`src/rtl/skinny_round_ctrl_if.sv`:
```
// Control bundle between the SKINNY round scheduler (slave) and the block driving it (master).
interface skinny_round_ctrl_if;
  logic       start;
  logic       rnd_valid;
  logic       busy;
  logic       done;
  logic       ld_state;
  logic       sb_en;
  logic       rnd_req;
  logic       lin_en;
  logic [5:0] rc;
  logic [5:0] round;
  logic       last_round;

  modport master (
    output start, rnd_valid,
    input  busy, done, ld_state, sb_en, rnd_req, lin_en, rc, round, last_round
  );

  modport slave (
    input  start, rnd_valid,
    output busy, done, ld_state, sb_en, rnd_req, lin_en, rc, round, last_round
  );
endinterface

```
`src/rtl/skinny_round_ctrl.sv`:
```
// Round scheduler for the masked SKINNY-128 datapath: load, masked SubCells with
// randomness stalls, linear layer, and the 6-bit round-constant LFSR.
//
// state | meaning
// IDLE  | waiting for start; round and rc parked at 0
// LOAD  | plaintext/tweakey load into datapath registers (1 cycle)
// SBOX  | masked S-box pipeline advances only when fresh randomness is present
// LIN   | linear layer registered, tweakey schedule stepped (1 cycle)
// DONE  | ciphertext valid pulse (1 cycle)
module skinny_round_ctrl #(
  parameter int d        = 2,
  parameter int ROUNDS   = 40,
  parameter int SBOX_LAT = 4
) (
  input logic                clk,
  input logic                rst_n,
  skinny_round_ctrl_if.slave bus
);

  localparam int CW = (SBOX_LAT > 1) ? $clog2(SBOX_LAT) : 1;
  localparam logic [CW-1:0] CNT_LAST  = CW'(SBOX_LAT - 1);
  localparam logic [5:0]    ROUND_MAX = 6'(ROUNDS);

  localparam logic [2:0] S_IDLE = 3'd0;
  localparam logic [2:0] S_LOAD = 3'd1;
  localparam logic [2:0] S_SBOX = 3'd2;
  localparam logic [2:0] S_LIN  = 3'd3;
  localparam logic [2:0] S_DONE = 3'd4;

  // Share count only matters to the datapath; it is range-checked here.
  if (d < 1 || ROUNDS < 1 || ROUNDS > 63 || SBOX_LAT < 1) begin : g_bad_param
    $error("skinny_round_ctrl: parameter out of range");
  end

  logic [2:0]    state;
  logic [CW-1:0] cnt;
  logic [5:0]    round_q;
  logic [5:0]    rc_q;

  function automatic logic [5:0] lfsr_next(input logic [5:0] v);
    return {v[4:0], ~(v[5] ^ v[4])};
  endfunction

  always_ff @(posedge clk or negedge rst_n) begin
    if (!rst_n) begin
      state   <= S_IDLE;
      cnt     <= '0;
      round_q <= '0;
      rc_q    <= '0;
    end else begin
      case (state)
        S_IDLE: begin
          cnt     <= '0;
          round_q <= '0;
          rc_q    <= '0;
          if (bus.start) state <= S_LOAD;
        end
        S_LOAD: begin
          state   <= S_SBOX;
          cnt     <= '0;
          round_q <= 6'd1;
          rc_q    <= lfsr_next(6'h00);
        end
        S_SBOX: begin
          // Without fresh masks the pipeline freezes; there is deliberately no timeout.
          if (bus.rnd_valid) begin
            if (cnt == CNT_LAST) begin
              cnt   <= '0;
              state <= S_LIN;
            end else begin
              cnt <= cnt + 1'b1;
            end
          end
        end
        S_LIN: begin
          if (round_q == ROUND_MAX) begin
            state <= S_DONE;
          end else begin
            state   <= S_SBOX;
            round_q <= round_q + 6'd1;
            rc_q    <= lfsr_next(rc_q);
          end
        end
        S_DONE: begin
          state   <= S_IDLE;
          round_q <= '0;
          rc_q    <= '0;
        end
        default: begin
          state   <= S_IDLE;
          cnt     <= '0;
          round_q <= '0;
          rc_q    <= '0;
        end
      endcase
    end
  end

  assign bus.busy       = (state != S_IDLE);
  assign bus.done       = (state == S_DONE);
  assign bus.ld_state   = (state == S_LOAD);
  assign bus.rnd_req    = (state == S_SBOX);
  assign bus.sb_en      = (state == S_SBOX) & bus.rnd_valid;
  assign bus.lin_en     = (state == S_LIN);
  assign bus.rc         = rc_q;
  assign bus.round      = round_q;
  assign bus.last_round = (round_q == ROUND_MAX);

endmodule
```
`src/flat_wrapper.sv`:
```
// flat-port wrapper written by rule: the top's interface ports become plain ports
module skinny_round_ctrl_flat 
#(
  parameter int d        = 2,
  parameter int ROUNDS   = 40,
  parameter int SBOX_LAT = 4
)
  (clk, rst_n, bus_start, bus_rnd_valid, bus_busy, bus_done, bus_ld_state, bus_sb_en, bus_rnd_req, bus_lin_en, bus_rc, bus_round, bus_last_round);
  skinny_round_ctrl_if bus_i ();
  input logic clk;
  input logic rst_n;
  input wire logic [$bits(bus_i.start)-1:0] bus_start;
  input wire logic [$bits(bus_i.rnd_valid)-1:0] bus_rnd_valid;
  output wire logic [$bits(bus_i.busy)-1:0] bus_busy;
  output wire logic [$bits(bus_i.done)-1:0] bus_done;
  output wire logic [$bits(bus_i.ld_state)-1:0] bus_ld_state;
  output wire logic [$bits(bus_i.sb_en)-1:0] bus_sb_en;
  output wire logic [$bits(bus_i.rnd_req)-1:0] bus_rnd_req;
  output wire logic [$bits(bus_i.lin_en)-1:0] bus_lin_en;
  output wire logic [$bits(bus_i.rc)-1:0] bus_rc;
  output wire logic [$bits(bus_i.round)-1:0] bus_round;
  output wire logic [$bits(bus_i.last_round)-1:0] bus_last_round;
  assign bus_i.start = bus_start;
  assign bus_i.rnd_valid = bus_rnd_valid;
  assign bus_busy = bus_i.busy;
  assign bus_done = bus_i.done;
  assign bus_ld_state = bus_i.ld_state;
  assign bus_sb_en = bus_i.sb_en;
  assign bus_rnd_req = bus_i.rnd_req;
  assign bus_lin_en = bus_i.lin_en;
  assign bus_rc = bus_i.rc;
  assign bus_round = bus_i.round;
  assign bus_last_round = bus_i.last_round;
  skinny_round_ctrl #(.d(d), .ROUNDS(ROUNDS), .SBOX_LAT(SBOX_LAT)) u_core (.clk(clk), .rst_n(rst_n), .bus(bus_i));
endmodule
```
`config.mk`:
```
export PLATFORM = sky130hd
export DESIGN_NAME = skinny_round_ctrl_flat
export DESIGN_NICKNAME = d
export VERILOG_FILES = /design/src/rtl/skinny_round_ctrl_if.sv /design/src/rtl/skinny_round_ctrl.sv /design/src/flat_wrapper.sv
export SDC_FILE = /design/constraint.sdc
export NUM_CORES = 1
export LEC_CHECK = 0
export BUFFER_PORTS_ARGS = -buffer_cell sky130_fd_sc_hd__buf_2
export CORE_ASPECT_RATIO = 0.8
export CORE_MARGIN = 2
export CORE_UTILIZATION = 46
export DETAILED_ROUTE_END_ITERATION = 6
export GPL_TIMING_DRIVEN = 0
export PLACE_DENSITY = 0.73
export SKIP_CTS_REPAIR_TIMING = 1
export SYNTH_ARGS = -nofsm -noshare
export SYNTH_HDL_FRONTEND = slang
export SYNTH_SLANG_ARGS = --single-unit
```
`constraint.sdc`:
```
create_clock -name clk -period 1.5 [get_ports clk]
set_clock_uncertainty 0.15 [all_clocks]
set_input_delay 0.3 -clock clk [delete_from_list [all_inputs] [get_ports clk]]
set_output_delay 0.3 -clock clk [all_outputs]
set_load 0.02 [all_outputs]
```
After elaboration in Yosys (flattened, before gate mapping)
Index checks and enable logic that the tools add are counted.
{"block": "word_totals", "register_bits": 17, "latch_bits": 0, "ram_bits": 0, "romBits": 0, "inputBits": 4, "out_inout_bits": 19, "word_cells": 39, "mem_count": 0}
{"block": "op_classes", "addsub": 2, "n_mul": 0, "n_div": 0, "order_cmp": 0, "eq_ne": 10, "shift": 0, "muxes": 12, "n_bitwise": 5, "n_reduce_logical": 6}
{"cell": "case mux 6 bit (3 select lines)", "count": 2}
{"cell": "2-to-1 mux 3 bit", "count": 4}
{"cell": "2-to-1 mux 6 bit", "count": 2}
{"cell": "case mux 3 bit (4 select lines)", "count": 1}
{"cell": "adder 6 x 1 -> 6 bit, second input constant", "count": 1}
{"cell": "equality test 3 x 2 -> 1 bit, second input constant", "count": 2}
{"cell": "equality test 6 bit, second input constant", "count": 1}
{"cell": "!= test 2 bit, second input constant", "count": 3}
{"cell": "2-to-1 mux 2 bit", "count": 2}
{"cell": "case mux 2 bit (2 select lines)", "count": 1}
{"cell": "AND reduction 2 bit", "count": 2}
{"cell": "equality test 3 x 1 -> 1 bit, second input constant", "count": 1}
{"cell": "equality test 3 bit, second input constant", "count": 1}
{"cell": "zero test 3 bit", "count": 1}
{"cell": "inverter 1 bit", "count": 3}
{"cell": "AND reduction 3 bit", "count": 1}
{"cell": "nonzero test 3 bit", "count": 1}
{"cell": "adder 2 x 1 -> 2 bit, second input constant", "count": 1}
{"cell": "equality test 2 bit, second input constant", "count": 1}
{"cell": "!= test 2 x 1 -> 1 bit, second input constant", "count": 1}
{"cell": "OR reduction 2 bit", "count": 1}
{"cell": "bitwise AND 1 bit", "count": 1}
{"cell": "XOR 1 bit", "count": 1}

Logic depth before layout (Yosys ltp)
{"block": "logic_depth", "ltp_word": 4, "mapped_depth": 6, "ltp_nobuf": 6}

Worst setup path after synthesis
OpenSTA, ideal clock, no wires.
{"block": "synth_timing", "path_kind": "register -> register", "from": "reg u_core.round_q[0], in the netlist u_core.bus.round[0]", "to": "reg u_core.rc_q[1], in the netlist u_core.bus.rc[1]", "setup_ps": 79, "arrival_time_ps": 1436, "t_required_ps": 1271, "path_slack_ps": -166, "path_stages_with_launch": 6, "path_buffers": 0, "synth_period_minus_slack_ps": 1666, "path_cell_list": "dfrtp_1 -> inv_1 -> ha_1 -> and3b_1 -> a21oi_4 -> mux2i_1"}
{"block": "synth_via", "elab_chain_len": 3}
{"element": "start: declaration", "line": "skinny_round_ctrl.sv:37", "rtl": "logic [5:0] round_q;"}
{"element": "start signal: assignment", "line": "skinny_round_ctrl.sv:80", "rtl": "round_q <= round_q + 6'd1;"}
{"element": "equality test 6 bit", "line": "skinny_round_ctrl.sv:76", "rtl": "if (round_q == ROUND_MAX) begin"}
{"element": "!= test 2 bit (no line)"}
{"element": "AND reduction 2 bit (no line)"}
{"element": "end signal: assignment", "line": "skinny_round_ctrl.sv:62", "rtl": "rc_q <= lfsr_next(6'h00);"}
{"element": "end signal: assignment", "line": "skinny_round_ctrl.sv:81", "rtl": "rc_q <= lfsr_next(rc_q);"}
{"element": "end: declaration", "line": "skinny_round_ctrl.sv:38", "rtl": "logic [5:0] rc_q;"}
No other way between the ends.
A chain may end at the register's enable or synchronous reset.

Worst setup path after layout
{"block": "layout_timing", "from": "reg u_core.state[1]", "to": "out bus_busy"}
{"block": "layout_via", "elab_chain_len": 1}
{"element": "start: declaration", "line": "skinny_round_ctrl.sv:35", "rtl": "logic [2:0] state;"}
{"element": "start signal: assignment", "line": "skinny_round_ctrl.sv:46", "rtl": "state <= S_IDLE;"}
{"element": "start signal: assignment", "line": "skinny_round_ctrl.sv:56", "rtl": "if (bus.start) state <= S_LOAD;"}
{"element": "start signal: assignment", "line": "skinny_round_ctrl.sv:59", "rtl": "state <= S_SBOX;"}
{"element": "nonzero test 3 bit", "line": "skinny_round_ctrl.sv:99", "rtl": "assign bus.busy = (state != S_IDLE);"}
{"element": "end: declaration", "line": "flat_wrapper.sv:14", "rtl": "output wire logic [$bits(bus_i.busy)-1:0] bus_busy;"}
No other way between the ends.

==> results.md <==
- Core ar.: 1870 um2
- Syn Std Cell Area: 905 um2
- Worst rel slew slack: 0.742
- First-pass GRT wire length: 3.31 mm
- Via count: 884
- Top post-synthesis cells by count: dfrtp_1 (17), nand2_1 (11), inv_1 (5), mux2i_1 (5), nor2_1 (5)
- Largest net degree at the start of global routing: 18
- WP data arrival: 1440 ps
- CP max stage delay: 460 ps
- Buffers on Ports: 22
- Post-synth ARST share: 1.00
- Clk slew on worst S/H paths: 100 ps
- Post-route ant nets: 0
- EDFF count, synth: 0
- Dominant cell type by area after synthesis: dfrtp_1
- Wire length per cell: 17.0 um
- Hold Crit Class: input pin to register
- Critical path buffers and inverters: 2
- Multi-input logic area: 557 um2
- # diodes: 0
- Final-stage net count: 141
- Setup slack at placement: -138 ps
- Initial core utilization: 0.483
- Sequential cell area: 432 um2
- Die ar.: 2340 um2
- CP Class: register to output port
- Syn Inst Count: 91
- Post-DP HPWL: 1.45 mm
- H-Tree Depth: 1
- Core Rows: 14
- Critical path peak fanout: 6
- Most common cell in the netlist: dfrtp_1
- Startpoint Class: register
- Primary FF master, synth: dfrtp_1
- Status: finished with violations
- CP most frequent cell: buf_6
- Final std cells w/o fill: 157
- CP delay by family, top: flip-flops
- Fmax: 0.530 GHz
- Power Density: 1470 nW/um2
- Share of cells above drive strength 1: 0.519
- CTS tree: built
- Number of vias per cell: 5.63
- Ys Warns: 0
- Fill count: 124
- Final Max Tran Viols: 0
- Clk sinks: 17
- Clk_lat worst skew: 300 ps
- GR Overflow Total: 0
- Setup total negative slack: -2510 ps
- Crit. End Element: output port
- Max VDD drop: 883 uV
- Total CTS buffers: 3
- Root buf cell: clkbuf_4
- Die height: 43.7 um
- Unique cell type count in the Yosys netlist: 30
- Final hold violation count: 0
- Worst EP required: 1050 ps
- Synth top area share: 0.470
- RSZ-0062 raised after global routing: true
- Tcrit/Tclk final: 1.26
- Final setup vio count: 16
- #FFs+latches synth: 17
- Top post-synthesis cells by area: dfrtp_1 (47%), mux2i_1 (5.5%), nand2_1 (4.6%), ha_1 (4.1%), o2111ai_1 (2.9%)
- Max cap viols: 0
- Gp weighted congestion: 0.800
- Cells after DPL: 137
- Tot Pwr: 2.07 mW
- Clk buf depth: 2
- Drt total wl: 2.66 mm
- DRT Pass-1 Iters: 4
- Register area share after synthesis: 0.470
- Critical-path top delay cell: dfrtp_1
- Area grow syn2layout: 55.2%
- Setup ws final: -387 ps
- Crit path cell chain: buf_6 -> or3_4 -> buf_6
- Worst slew pin tran: 386 ps
- Vias in the first global route: 722
- Failing checks: negative setup slack
- Period minus WS final: 1890 ps
- Initial antenna violation count: 0
- Global-route usage over all layers: 0.199
- Syn avg cell area: 9.94 um2
- Die span in x: 53.6 um
- Syn_nets: 98
- Static Leak: 0.646 nW
- # IOs: 23
- Drt initial violations: 26
- Remaining DRCs: 0
[logic make-up after synthesis]
family / synth area share
buf+inv: 0.0401
simple gates: 0.195
mux: 0.0553
flops: 0.470
fa+ha+maj: 0.0415
compound gates: 0.169
xor+xnor: 0.0291
[layout make-up]
class                           count  share of cell area
Multi-Input combinational cell     65               0.397
Sequential cell                    17               0.307
Tap cell                           24              0.0214
Inverter                            5              0.0152
Clock buffer                        4              0.0187
Buffer                              4              0.0321
Timing Repair Buffer               38               0.209
[final timing paths]
kind	slack, ps	startpoint	cells after the start	end
worst max-delay path	-390	u_core.state[1]	3	bus_busy
max in group asynchronous	600	rst_n	2	u_core.bus.round[1]
min in group asynchronous	290	rst_n	2	u_core.state[1]
worst max register to register	-80	u_core.bus.round[0]	6	u_core.bus.rc[1]
worst min register to register	390	u_core.cnt[1]	1	u_core.cnt[1]
worst min-delay path	220	bus_rnd_valid	3	u_core.cnt[1]
[state kept, by name (all words and copies together), names as in the netlist]
register          flops
u_core.cnt            2
u_core.state          3
u_core.bus.rc         6
u_core.bus.round      6
[metrics by stage]
| step | area [um2] | utilization | hold WS, ps |
|---|---|---|---|
| finish | 1400 | 0.749 | 221 |
| global route | 1400 | 0.749 | 231 |
| CTS | 1090 | 0.583 | -233 |
| detailed placement | 1070 | 0.569 | 92.8 |
| global placement | 1070 | 0.569 | 85.7 |
| floorplan | 926 | - | -146 |
[cells in the final DEF, fill, tap and decap left out, types with 2 or more instances in the layout]
master / netlist / final
o2111ai_1: 3 / 3
buf_2: 2 / 15
inv_2: 0 / 3
o21ai_0: 2 / 2
dfrtp_2: 0 / 5
o31ai_4: 0 / 2
ha_1: 3 / 2
nand2_1: 11 / 10
buf_4: 0 / 14
clkbuf_4: 0 / 3
nand3b_1: 2 / 2
nand4_1: 2 / 2
o2bb2ai_1: 2 / 2
nor2_4: 0 / 2
xor2_1: 2 / 2
a21oi_1: 3 / 2
nor2_1: 5 / 3
nor2b_1: 3 / 2
dfrtp_1: 17 / 12
a32oi_1: 2 / 2
a31oi_1: 3 / 3
buf_6: 0 / 10
nor3_2: 0 / 2
mux2i_1: 5 / 5
[metal layers]
metal,wire length [um],part of all wire,vias up,global-route usage
li1,-,-,416,-
met1,1140,0.43,433,0.283
met2,1330,0.50,28,0.304
met3,132,0.050,7,0.0414
met4,59,0.022,0,0.0615
met5,0,0,-,0
[power breakdown]
| part | switching [mW] | leakage (nW) | internal (mW) |
|---|---|---|---|
| registers | 0.141 | 0.216 | 0.588 |
| clock network | 0.150 | 0.0150 | 0.104 |
| logic | 0.557 | 0.415 | 0.529 |
[tightest hold or removal path: stages]
cell and delay, ps:
buf_2 130, a21oi_1 90, o2bb2ai_1 110
Note: power is estimated with default switching activity, not from simulation.
